===== config.mk =====
export PLATFORM = sky130hd
export DESIGN_NAME = flag_sequencer
export DESIGN_NICKNAME = d
export VERILOG_FILES = /design/src/rtl/flag_sequencer.sv
export SDC_FILE = /design/constraint.sdc
export NUM_CORES = 1
export LEC_CHECK = 0
export ABC_CLOCK_PERIOD_IN_PS = 800
export BUFFER_PORTS_ARGS = -buffer_cell sky130_fd_sc_hd__buf_2
export CORE_ASPECT_RATIO = 0.8
export CORE_UTILIZATION = 46
export DETAILED_ROUTE_END_ITERATION = 8
export GPL_ROUTABILITY_DRIVEN = 0
export PLACE_DENSITY = 0.86
export SYNTH_ARGS = -nofsm -noshare
export SYNTH_HDL_FRONTEND = slang
export SYNTH_SLANG_ARGS = --single-unit

===== constraint.sdc =====
create_clock -name i_clk -period 0.8 [get_ports i_clk]
set_input_delay 0.12 -clock i_clk [delete_from_list [all_inputs] [get_ports i_clk]]
set_output_delay 0.12 -clock i_clk [all_outputs]
set_load 0.005 [all_outputs]

===== src/rtl/flag_sequencer.sv =====
// -----------------------------------------------------------------------------
// flag_sequencer
//   Sequences per-stage completion flags (BIST, RAM, CONFIG, LOAD, ...) from
//   command bytes strobed by i_done. Stages must complete in order. A done code
//   that arrives out of order, or any stage fail code, latches an error. Every
//   accepted event produces one status word, which is sent over a one-deep
//   valid/ready link toward the Ethernet reporting path.
//
//   Ports
//     i_clk           rising-edge clock
//     i_rst_n         asynchronous active-low reset (asserts immediately,
//                     releases synchronously)
//     i_data[7:0]     command byte, sampled only while i_done=1
//     i_done          command strobe, one byte per cycle
//     i_clear         synchronous restart of the sequence; wins over i_done
//     o_flags[N-1:0]  per-stage done flags (bit i = stage i)
//     o_all_done      every stage completed in order (level)
//     o_err           sequence or stage failure latched
//     o_err_stage     stage index at which o_err was raised (zero-extended)
//     o_status        {STATUS_HDR, onehot[N-1:0], code[3:0]}
//     o_status_valid  status word pending
//     i_status_ready  consumer takes the word when valid & ready
//     o_status_ovf    sticky: at least one event's status word was dropped
//
//   Status codes: A = in-order done, E = out-of-order done,
//                 5 = stage fail, unknown byte, or strobe after completion.
// -----------------------------------------------------------------------------

// Per-stage cell. It decodes its own done and fail codes and holds the
// stage flag.
module flag_sequencer_lane #(
  parameter int         LANE      = 0,
  parameter logic [7:0] DONE_BASE = 8'h52,
  parameter logic [7:0] FAIL_BASE = 8'h56,
  parameter bit         STICKY    = 1'b1
) (
  input  logic       i_clk,
  input  logic       i_rst_n,
  input  logic [7:0] i_data,
  input  logic       i_clear,
  input  logic       i_set,
  output logic       o_is_done,
  output logic       o_is_fail,
  output logic       o_flag
);
  localparam logic [7:0] DCODE = DONE_BASE + 8'(LANE);
  localparam logic [7:0] FCODE = FAIL_BASE + 8'(LANE);

  logic r_flag;

  assign o_is_done = (i_data == DCODE);
  assign o_is_fail = (i_data == FCODE);
  assign o_flag    = r_flag;

  // In pulse mode the flag is high only for the cycle after its accepted done.
  always_ff @(posedge i_clk or negedge i_rst_n) begin
    if (!i_rst_n)     r_flag <= 1'b0;
    else if (i_clear) r_flag <= 1'b0;
    else if (i_set)   r_flag <= 1'b1;
    else if (!STICKY) r_flag <= 1'b0;
  end
endmodule

module flag_sequencer #(
  parameter int         N_FLAGS    = 4,
  parameter logic [7:0] DONE_BASE  = 8'h52,
  parameter logic [7:0] FAIL_BASE  = 8'h56,
  parameter logic [7:0] STATUS_HDR = 8'h01,
  parameter bit         STICKY     = 1'b1
) (
  input  logic                 i_clk,
  input  logic                 i_rst_n,
  input  logic [7:0]           i_data,
  input  logic                 i_done,
  input  logic                 i_clear,
  output logic [N_FLAGS-1:0]   o_flags,
  output logic                 o_all_done,
  output logic                 o_err,
  output logic [2:0]           o_err_stage,
  output logic [12+N_FLAGS-1:0] o_status,
  output logic                 o_status_valid,
  input  logic                 i_status_ready,
  output logic                 o_status_ovf
);
  // The stage counter must reach N_FLAGS once the last stage completes, so it
  // has one value more than the stage indices.
  localparam int SW = $clog2(N_FLAGS + 1);
  localparam int STW = 12 + N_FLAGS;
  localparam logic [SW-1:0]      STAGE_LAST = SW'(N_FLAGS - 1);
  localparam logic [N_FLAGS-1:0] ONE_N      = N_FLAGS'(1);

  typedef enum logic [1:0] {
    S_RUN      = 2'd0,
    S_COMPLETE = 2'd1,
    S_ERROR    = 2'd2
  } state_t;

  // ---------------------------------------------------------------------------
  // Reset synchroniser. Assertion is asynchronous. Release waits for two edges.
  // ---------------------------------------------------------------------------
  logic [1:0] r_rst_sync;
  logic       w_rst_n;

  always_ff @(posedge i_clk or negedge i_rst_n) begin
    if (!i_rst_n) r_rst_sync <= 2'b00;
    else          r_rst_sync <= {r_rst_sync[0], 1'b1};
  end
  assign w_rst_n = r_rst_sync[1];

  // ---------------------------------------------------------------------------
  // Per-stage lanes: code decode and flag storage
  // ---------------------------------------------------------------------------
  logic [N_FLAGS-1:0] w_done_vec, w_fail_vec, w_set, w_flags;

  for (genvar g = 0; g < N_FLAGS; g++) begin : g_lane
    flag_sequencer_lane #(
      .LANE      (g),
      .DONE_BASE (DONE_BASE),
      .FAIL_BASE (FAIL_BASE),
      .STICKY    (STICKY)
    ) u_lane (
      .i_clk     (i_clk),
      .i_rst_n   (w_rst_n),
      .i_data    (i_data),
      .i_clear   (i_clear),
      .i_set     (w_set[g]),
      .o_is_done (w_done_vec[g]),
      .o_is_fail (w_fail_vec[g]),
      .o_flag    (w_flags[g])
    );
  end

  logic       w_done_hit, w_fail_hit;
  logic [2:0] w_fail_idx;

  assign w_done_hit = |w_done_vec;
  assign w_fail_hit = |w_fail_vec;

  always_comb begin
    w_fail_idx = 3'd0;
    for (int i = 0; i < N_FLAGS; i++)
      if (w_fail_vec[i]) w_fail_idx = 3'(i);
  end

  // ---------------------------------------------------------------------------
  // Sequencer FSM
  // ---------------------------------------------------------------------------
  state_t          r_state, w_state_nxt;
  logic [SW-1:0]   r_stage, w_stage_nxt;
  logic [N_FLAGS-1:0] w_stage_oh;
  logic            w_inorder;

  logic            w_evt;
  logic [N_FLAGS-1:0] w_evt_oh;
  logic [3:0]      w_evt_code;
  logic            w_err_set;
  logic [2:0]      w_err_stage_nxt;
  logic            w_all_done_set;

  // Once the stage count reaches N_FLAGS the shift clears every bit. No done
  // code can then match the current stage.
  assign w_stage_oh = ONE_N << r_stage;
  assign w_inorder  = |(w_done_vec & w_stage_oh);

  always_ff @(posedge i_clk or negedge w_rst_n) begin
    if (!w_rst_n) begin
      r_state <= S_RUN;
      r_stage <= '0;
    end else if (i_clear) begin
      r_state <= S_RUN;
      r_stage <= '0;
    end else begin
      r_state <= w_state_nxt;
      r_stage <= w_stage_nxt;
    end
  end

  always_comb begin
    w_state_nxt     = r_state;
    w_stage_nxt     = r_stage;
    w_set           = '0;
    w_evt           = 1'b0;
    w_evt_oh        = '0;
    w_evt_code      = 4'h5;
    w_err_set       = 1'b0;
    w_err_stage_nxt = 3'd0;
    w_all_done_set  = 1'b0;

    if (i_done && !i_clear) begin
      unique case (r_state)
        S_RUN: begin
          w_evt = 1'b1;
          if (w_done_hit) begin
            w_evt_oh = w_done_vec;
            if (w_inorder) begin
              w_set       = w_done_vec;
              w_evt_code  = 4'hA;
              w_stage_nxt = r_stage + SW'(1);
              if (r_stage == STAGE_LAST) begin
                w_state_nxt    = S_COMPLETE;
                w_all_done_set = 1'b1;
              end
            end else begin
              w_evt_code      = 4'hE;
              w_state_nxt     = S_ERROR;
              w_err_set       = 1'b1;
              w_err_stage_nxt = 3'(r_stage);
            end
          end else if (w_fail_hit) begin
            w_evt_oh        = w_fail_vec;
            w_state_nxt     = S_ERROR;
            w_err_set       = 1'b1;
            w_err_stage_nxt = w_fail_idx;
          end
          // Any other byte reports {HDR, 0, 5} and leaves the sequence alone.
        end
        S_COMPLETE: begin
          w_evt = 1'b1;
        end
        default: ; // ERROR: strobes ignored until clear
      endcase
    end
  end

  // ---------------------------------------------------------------------------
  // Latched results and the one-deep status link
  // ---------------------------------------------------------------------------
  logic            r_all_done, r_err;
  logic [2:0]      r_err_stage;
  logic [STW-1:0]  r_status;
  logic            r_valid, r_ovf;
  logic [STW-1:0]  w_word;

  assign w_word = {STATUS_HDR, w_evt_oh, w_evt_code};

  always_ff @(posedge i_clk or negedge w_rst_n) begin
    if (!w_rst_n) begin
      r_all_done  <= 1'b0;
      r_err       <= 1'b0;
      r_err_stage <= 3'd0;
      r_status    <= '0;
      r_valid     <= 1'b0;
      r_ovf       <= 1'b0;
    end else if (i_clear) begin
      // The status word is left as it was. It is meaningless while valid=0.
      r_all_done  <= 1'b0;
      r_err       <= 1'b0;
      r_err_stage <= 3'd0;
      r_valid     <= 1'b0;
      r_ovf       <= 1'b0;
    end else begin
      if (w_all_done_set) r_all_done <= 1'b1;
      if (w_err_set) begin
        r_err       <= 1'b1;
        r_err_stage <= w_err_stage_nxt;
      end
      // A held word is frozen until it is taken. A new event that lands in
      // the same cycle as a transfer replaces the word without loss.
      if (w_evt) begin
        if (!r_valid || i_status_ready) begin
          r_status <= w_word;
          r_valid  <= 1'b1;
        end else begin
          r_ovf <= 1'b1;
        end
      end else if (r_valid && i_status_ready) begin
        r_valid <= 1'b0;
      end
    end
  end

  assign o_flags        = w_flags;
  assign o_all_done     = r_all_done;
  assign o_err          = r_err;
  assign o_err_stage    = r_err_stage;
  assign o_status       = r_status;
  assign o_status_valid = r_valid;
  assign o_status_ovf   = r_ovf;
endmodule


Word-level counts from Yosys, hierarchy flattened. Cells that the tools add are included.

$add $sub $neg: 1. Eq/ne operators: 13. Shift operators: 1. Mux-type cells: 65. Bitwise logic cells: 2. Reductions and logical operators: 28.

Operators with widths (number): equality test 8 x 7 -> 1 bit, second input constant (8); two-way mux 3 bit (15); two-way mux 4 bit (11); two-way mux 1 bit (32); nonzero test 2 bit (11); two-way mux 2 bit (7); OR reduction 4 bit (3); AND reduction 4 bit (2); nonzero test 3 bit (2); AND 4 bit (1); != test 4 x 3 -> 1 bit, second input constant (1); AND reduction 2 bit (2); left shift 1 x 3 -> 4 bit, first input constant (1); adder 3 x 1 -> 3 bit, second input constant (1); equality test 3 x 2 -> 1 bit, second input constant (1); != test 3 x 2 -> 1 bit, second input constant (1); AND reduction 3 bit (1); equality test 2 x 1 -> 1 bit, second input constant (1); logical AND 1 bit (2); logical NOT 1 bit (2); logical NOT 2 bit (1); != test 2 bit, second input constant (1); OR reduction 2 bit (1); logical OR 1 bit (1); inverter 1 bit (1).

Register bits: 27. Bits of input ports: 13. Output and inout bits: 27. Word-level logic and storage cells: 123.

Logic depth before layout (Yosys ltp).
Depth in word-level cells: 10. Depth in mapped cells: 7. Depth with buffers taken out: 7.

Modules after synthesis. A second synthesis with hierarchy kept.

Cells, all modules: 152. Area, all modules: 1467.7 µm².

By module, submodules not included: flag_sequencer (times used 1, cells each 120, area an instance 1182.4 µm², seq. area each 550.5 µm²); flag_sequencer_lane at g_lane[3].u_lane (times used 1, cells each 8, area an instance 75.1 µm², seq. area each 25.0 µm²); flag_sequencer_lane at g_lane[2].u_lane (times used 1, cells each 8, area an instance 73.8 µm², seq. area each 25.0 µm²); flag_sequencer_lane at g_lane[0].u_lane (times used 1, cells each 8, area an instance 72.6 µm², seq. area each 25.0 µm²); flag_sequencer_lane at g_lane[1].u_lane (times used 1, cells each 8, area an instance 63.8 µm², seq. area each 25.0 µm²).

Least setup slack after synthesis. Ideal clock, no wire load.

Path kind: reg-to-reg. Start point: register r_stage[0]. End point: register g_lane[0].u_lane.r_flag. Library setup time: 0.078 ns. Data arrival time: 1.972 ns. Required time: 0.722 ns. Slack: -1.251 ns. Stages on the path, launching flop included: 8. Path buffers: 0. Period minus slack after synthesis: 2.051 ns. Path through: dfrtp_1 inv_1 ha_1 or3b_1 a21o_1 a21bo_1 or4_1 a21oi_1.

Word-level cells in the longest chain between the ends: 8.

RTL lines: from (decl) (line 149) `logic [SW-1:0] r_stage, w_stage_nxt;`; from (signal assigned) (line 174) `r_stage <= w_stage_nxt;`; left shift 1 x 3 -> 4 bit (line 162) `assign w_stage_oh = ONE_N << r_stage;`; AND 4 bit (line 163) `assign w_inorder = |(w_done_vec & w_stage_oh);`; OR reduction 4 bit (line 163); two-way mux 4 bit (line 195) `if (w_inorder) begin`; two-way mux 4 bit (line 193) `if (w_done_hit) begin`; two-way mux 4 bit (line 190) `unique case (r_state)`; two-way mux 4 bit (line 189) `if (i_done && !i_clear) begin`; nonzero test 2 bit (no line); to (signal assigned) (line 58) `else if (i_clear) r_flag <= 1'b0;`; to (signal assigned) (line 59) `else if (i_set) r_flag <= 1'b1;`; to (signal assigned) (line 60) `else if (!STICKY) r_flag <= 1'b0;`; to (decl) (line 49) `logic r_flag;`.

Every way passes these cells. A chain may end at the register's enable or synchronous reset.

Worst setup path in the final report.
Start point: register r_stage[1]. End point: register g_lane[0].u_lane.r_flag.

The elaborated chain is that of the path after synthesis.

==> results.json <==
{
  "p_leak_nw": 1.12,
  "p_sw_w": 0.000652,
  "die_w_um": 63.8,
  "max_freq_ghz": 0.477,
  "portBuffers": 32,
  "rsz0062_at_grt": "true",
  "synth_top_family_by_area": "simple AND/OR/NAND/NOR gates",
  "drc": 0,
  "skew_ns": 0.0101,
  "post_synth_fa_ha_maj_area_fraction_pct": 4.44,
  "die_area_sq_mm": 0.00329,
  "grt_usage_pct": 26.4,
  "pre_cts_slack_ns": -1.21,
  "hold_violations": 0,
  "synth_mux_area_share_pct": 3.56,
  "yosysWarningCount": 0,
  "via_per_inst": 5.14,
  "ys_types": 38,
  "drt-pass1-iter-count": 4,
  "synth_area_sq_mm": 0.00141,
  "yosys.area_share.simple_pct": 20.7,
  "cts_sinks": 26,
  "post-route-util_pct": 81.5,
  "max_cap_viol_count": 0,
  "synth_top_area_share_pct": 46.2,
  "netlist_top_cells_area": "dfrtp_1 (46%), buf_4 (6.4%), nor2_1 (5.9%), ha_1 (4.4%), mux2i_1 (3.6%)",
  "synth_xor_area_share_pct": 2.49,
  "wl_per_cell_um": 15.7,
  "slew_violations": 0,
  "p_comb_share_pct": 15.7,
  "grt-ovfl-total": 0,
  "path_clk_slew_ns": 0.09,
  "seq_power_share_pct": 51.1,
  "crit_path_end_kind": "flip-flop",
  "p_int_w": 0.00196,
  "layout_setup_ws_ns": -1.30,
  "synth_edf_count": 0,
  "peakVddDrop_v": 0.00155,
  "p_clk_share_pct": 33.2,
  "status": "finished, violations left",
  "drt-initial-drc-count": 46,
  "grt_pass1_vias": 1411,
  "synth-compound-area-share_pct": 10.5,
  "num-nets-final": 253,
  "core-area_sq_mm": 0.00283,
  "vias": 1398,
  "period_minus_slack_ns": 2.10,
  "synth_top_area_cell": "dfrtp_1",
  "ys_seq_area_share_pct": 46.2,
  "ant_nets": 0,
  "swShare_pct": 24.9,
  "rows": 17,
  "cts_tree": "done",
  "synth-seq-cells": 26,
  "worst-setup-path-type": "flip-flop to flip-flop",
  "setup_viol": 44,
  "synth_area_per_cell_sq_um": 9.38,
  "area_growth_pct": 63.8,
  "p_per_area_mw_per_mm2": 1130,
  "async_flop_share_pct": 100,
  "antenna_found_initial": 0,
  "finalCritPeriodShare_pct": 262,
  "crit_required_ns": 1.02,
  "htreeDepth": 1,
  "ys.flop_type": "dfrtp_1",
  "n_antenna_cell": 0,
  "drive_above_1_share_pct": 58.5,
  "worstPathMaxFanout": 4,
  "grt_first_pass_wirelength_um": 6280,
  "cts_buffers": 3,
  "dp_hpwl_um": 2470,
  "io_pins": 40,
  "cts_buffer_depth": 2,
  "fill_cells": 168,
  "initial_core_util_pct": 49.8,
  "start_kind": "flip-flop",
  "wl_um": 4280,
  "clk_latency_ns": 0.28,
  "min_path_type": "input pin to asynchronous set/reset pin",
  "synthCells": 150,
  "ctsRootBufferMaster": "clkbuf_8",
  "violations": "negative setup slack",
  "worstPathArrival_ns": 2.31,
  "die_h_um": 51.5,
  "grt_max_degree": 25
}
## cells in the final DEF (no fill, tap or decap), types with 3 or more instances in the layout
master,synthesis,final
ha_2,0,4
inv_1,8,6
a21oi_2,0,3
mux2i_1,5,4
nor2_1,22,20
nand3_2,0,3
buf_4,12,48
o21ai_2,0,3
nand2b_1,4,3
conb_1,2,8
clkbuf_8,0,4
xnor2_1,4,4
dfrtp_1,26,25
nand2_1,11,9
buf_12,0,3
buf_6,2,10
buf_2,1,31
## logic make-up (layout without fill, tap and decap cells)
family | Yosys count | count (layout)
compound gates | 22 | 22
simple gates | 59 | 59
mux | 5 | 5
xor+xnor | 4 | 4
fa+ha+maj | 5 | 5
flops | 26 | 26
other cells | 2 | 8
buf+inv | 27 | 105
## routing by layer
metal / track usage, % / share of wire, %
met5: 0 / 0
met4: 18.6 / 4.0
met3: 6.92 / 4.6
met2: 47.5 / 53
met1: 27.0 / 38
## worst max-delay path, cell delays in order, from the launching register on
cell and delay [ns]:
dfrtp_2 0.43, buf_12 0.11, ha_4 0.11, or3b_4 0.38
a21o_1 0.20, a21bo_1 0.19, or4_1 0.49, a21oi_1 0.13
## final cells by class
type | count | area (sq um) | area share, %
clock buffers | 4 | 55.1 | 2.39
inverters | 8 | 30.0 | 1.30
multi-input cells | 103 | 823 | 35.7
flip-flops and latches | 26 | 652 | 28.3
well taps | 38 | 47.5 | 2.06
repair buffers | 93 | 698 | 30.3
## registers in the layout, indices dropped and copies added, names as in the netlist, 2 cells and up
| signal | flops |
|---|---|
| r_state | 2 |
| r_rst_sync | 2 |
| r_stage | 3 |
| o_status | 8 |
| o_err_stage | 3 |
| g_lane.u_lane.o_flag | 4 |
## synth_stat cells (2+ instances only)
master,n
dfrtp_1,26
nor2_1,22
buf_4,12
nand2_1,11
inv_1,8
a21oi_1,5
ha_1,5
mux2i_1,5
o21ai_0,5
clkbuf_1,4
nand2b_1,4
nand3_1,4
nor3_1,4
xnor2_1,4
a211oi_1,3
nor3b_1,3
buf_6,2
conb_1,2
nor2b_1,2
## metrics by stage
step / instance area (sq um) / setup TNS [ns] / hold slack [ns] / total power, W / instances
2_1_floorplan: 1450 / -16.80 / -0.176 / 0.00154 / 156
3_3_place_gp: 1820 / -18.69 / -0.0941 / 0.00167 / 243
3_5_place_dp: 1820 / -19.86 / -0.0918 / 0.00168 / 243
4_1_cts: 2140 / -22.35 / 0.140 / 0.00258 / 261
5_1_grt: 2310 / -26.63 / 0.146 / 0.00274 / 272
6_report: 2310 / -24.34 / 0.157 / 0.00261 / 272
## power groups by stage
stage,combinational [W],sequential [W],clock [W]
3_3_place_gp,0.000311,0.00136,0
4_1_cts,0.000363,0.00133,0.000881
6_report,0.000410,0.00134,0.000869
3_5_place_dp,0.000321,0.00136,0
2_1_floorplan,0.000167,0.00138,0
5_1_grt,0.000440,0.00134,0.000960
## final timing paths
check	startpoint	to	slack, ns	cells after the start
setup / recovery	r_stage[1]	g_lane[0].u_lane.o_flag	-1.30	7
hold / removal	i_rst_n	r_rst_sync[0]	0.16	2
setup reg to reg	r_stage[1]	g_lane[0].u_lane.o_flag	-1.30	7
hold reg to reg	r_rst_sync[1]	r_state[0]	0.20	1
max in group asynchronous	r_rst_sync[1]	r_stage[1]	0.44	1
min in group i_clk	i_data[1]	o_status[5]	0.25	4
## what timing repair did
| action | CTS | global route |
|---|---|---|
| endpoints found under the setup margin | 44 | 44 |
| pin swaps | 16 | 16 |
| hold endpoints to repair | 2 | 0 |
| buffers inserted | 14 | 14 |
| hold buffers | 1 | 0 |
| resized for setup | 40 | 19 |
(Power assumes the default switching activity.)
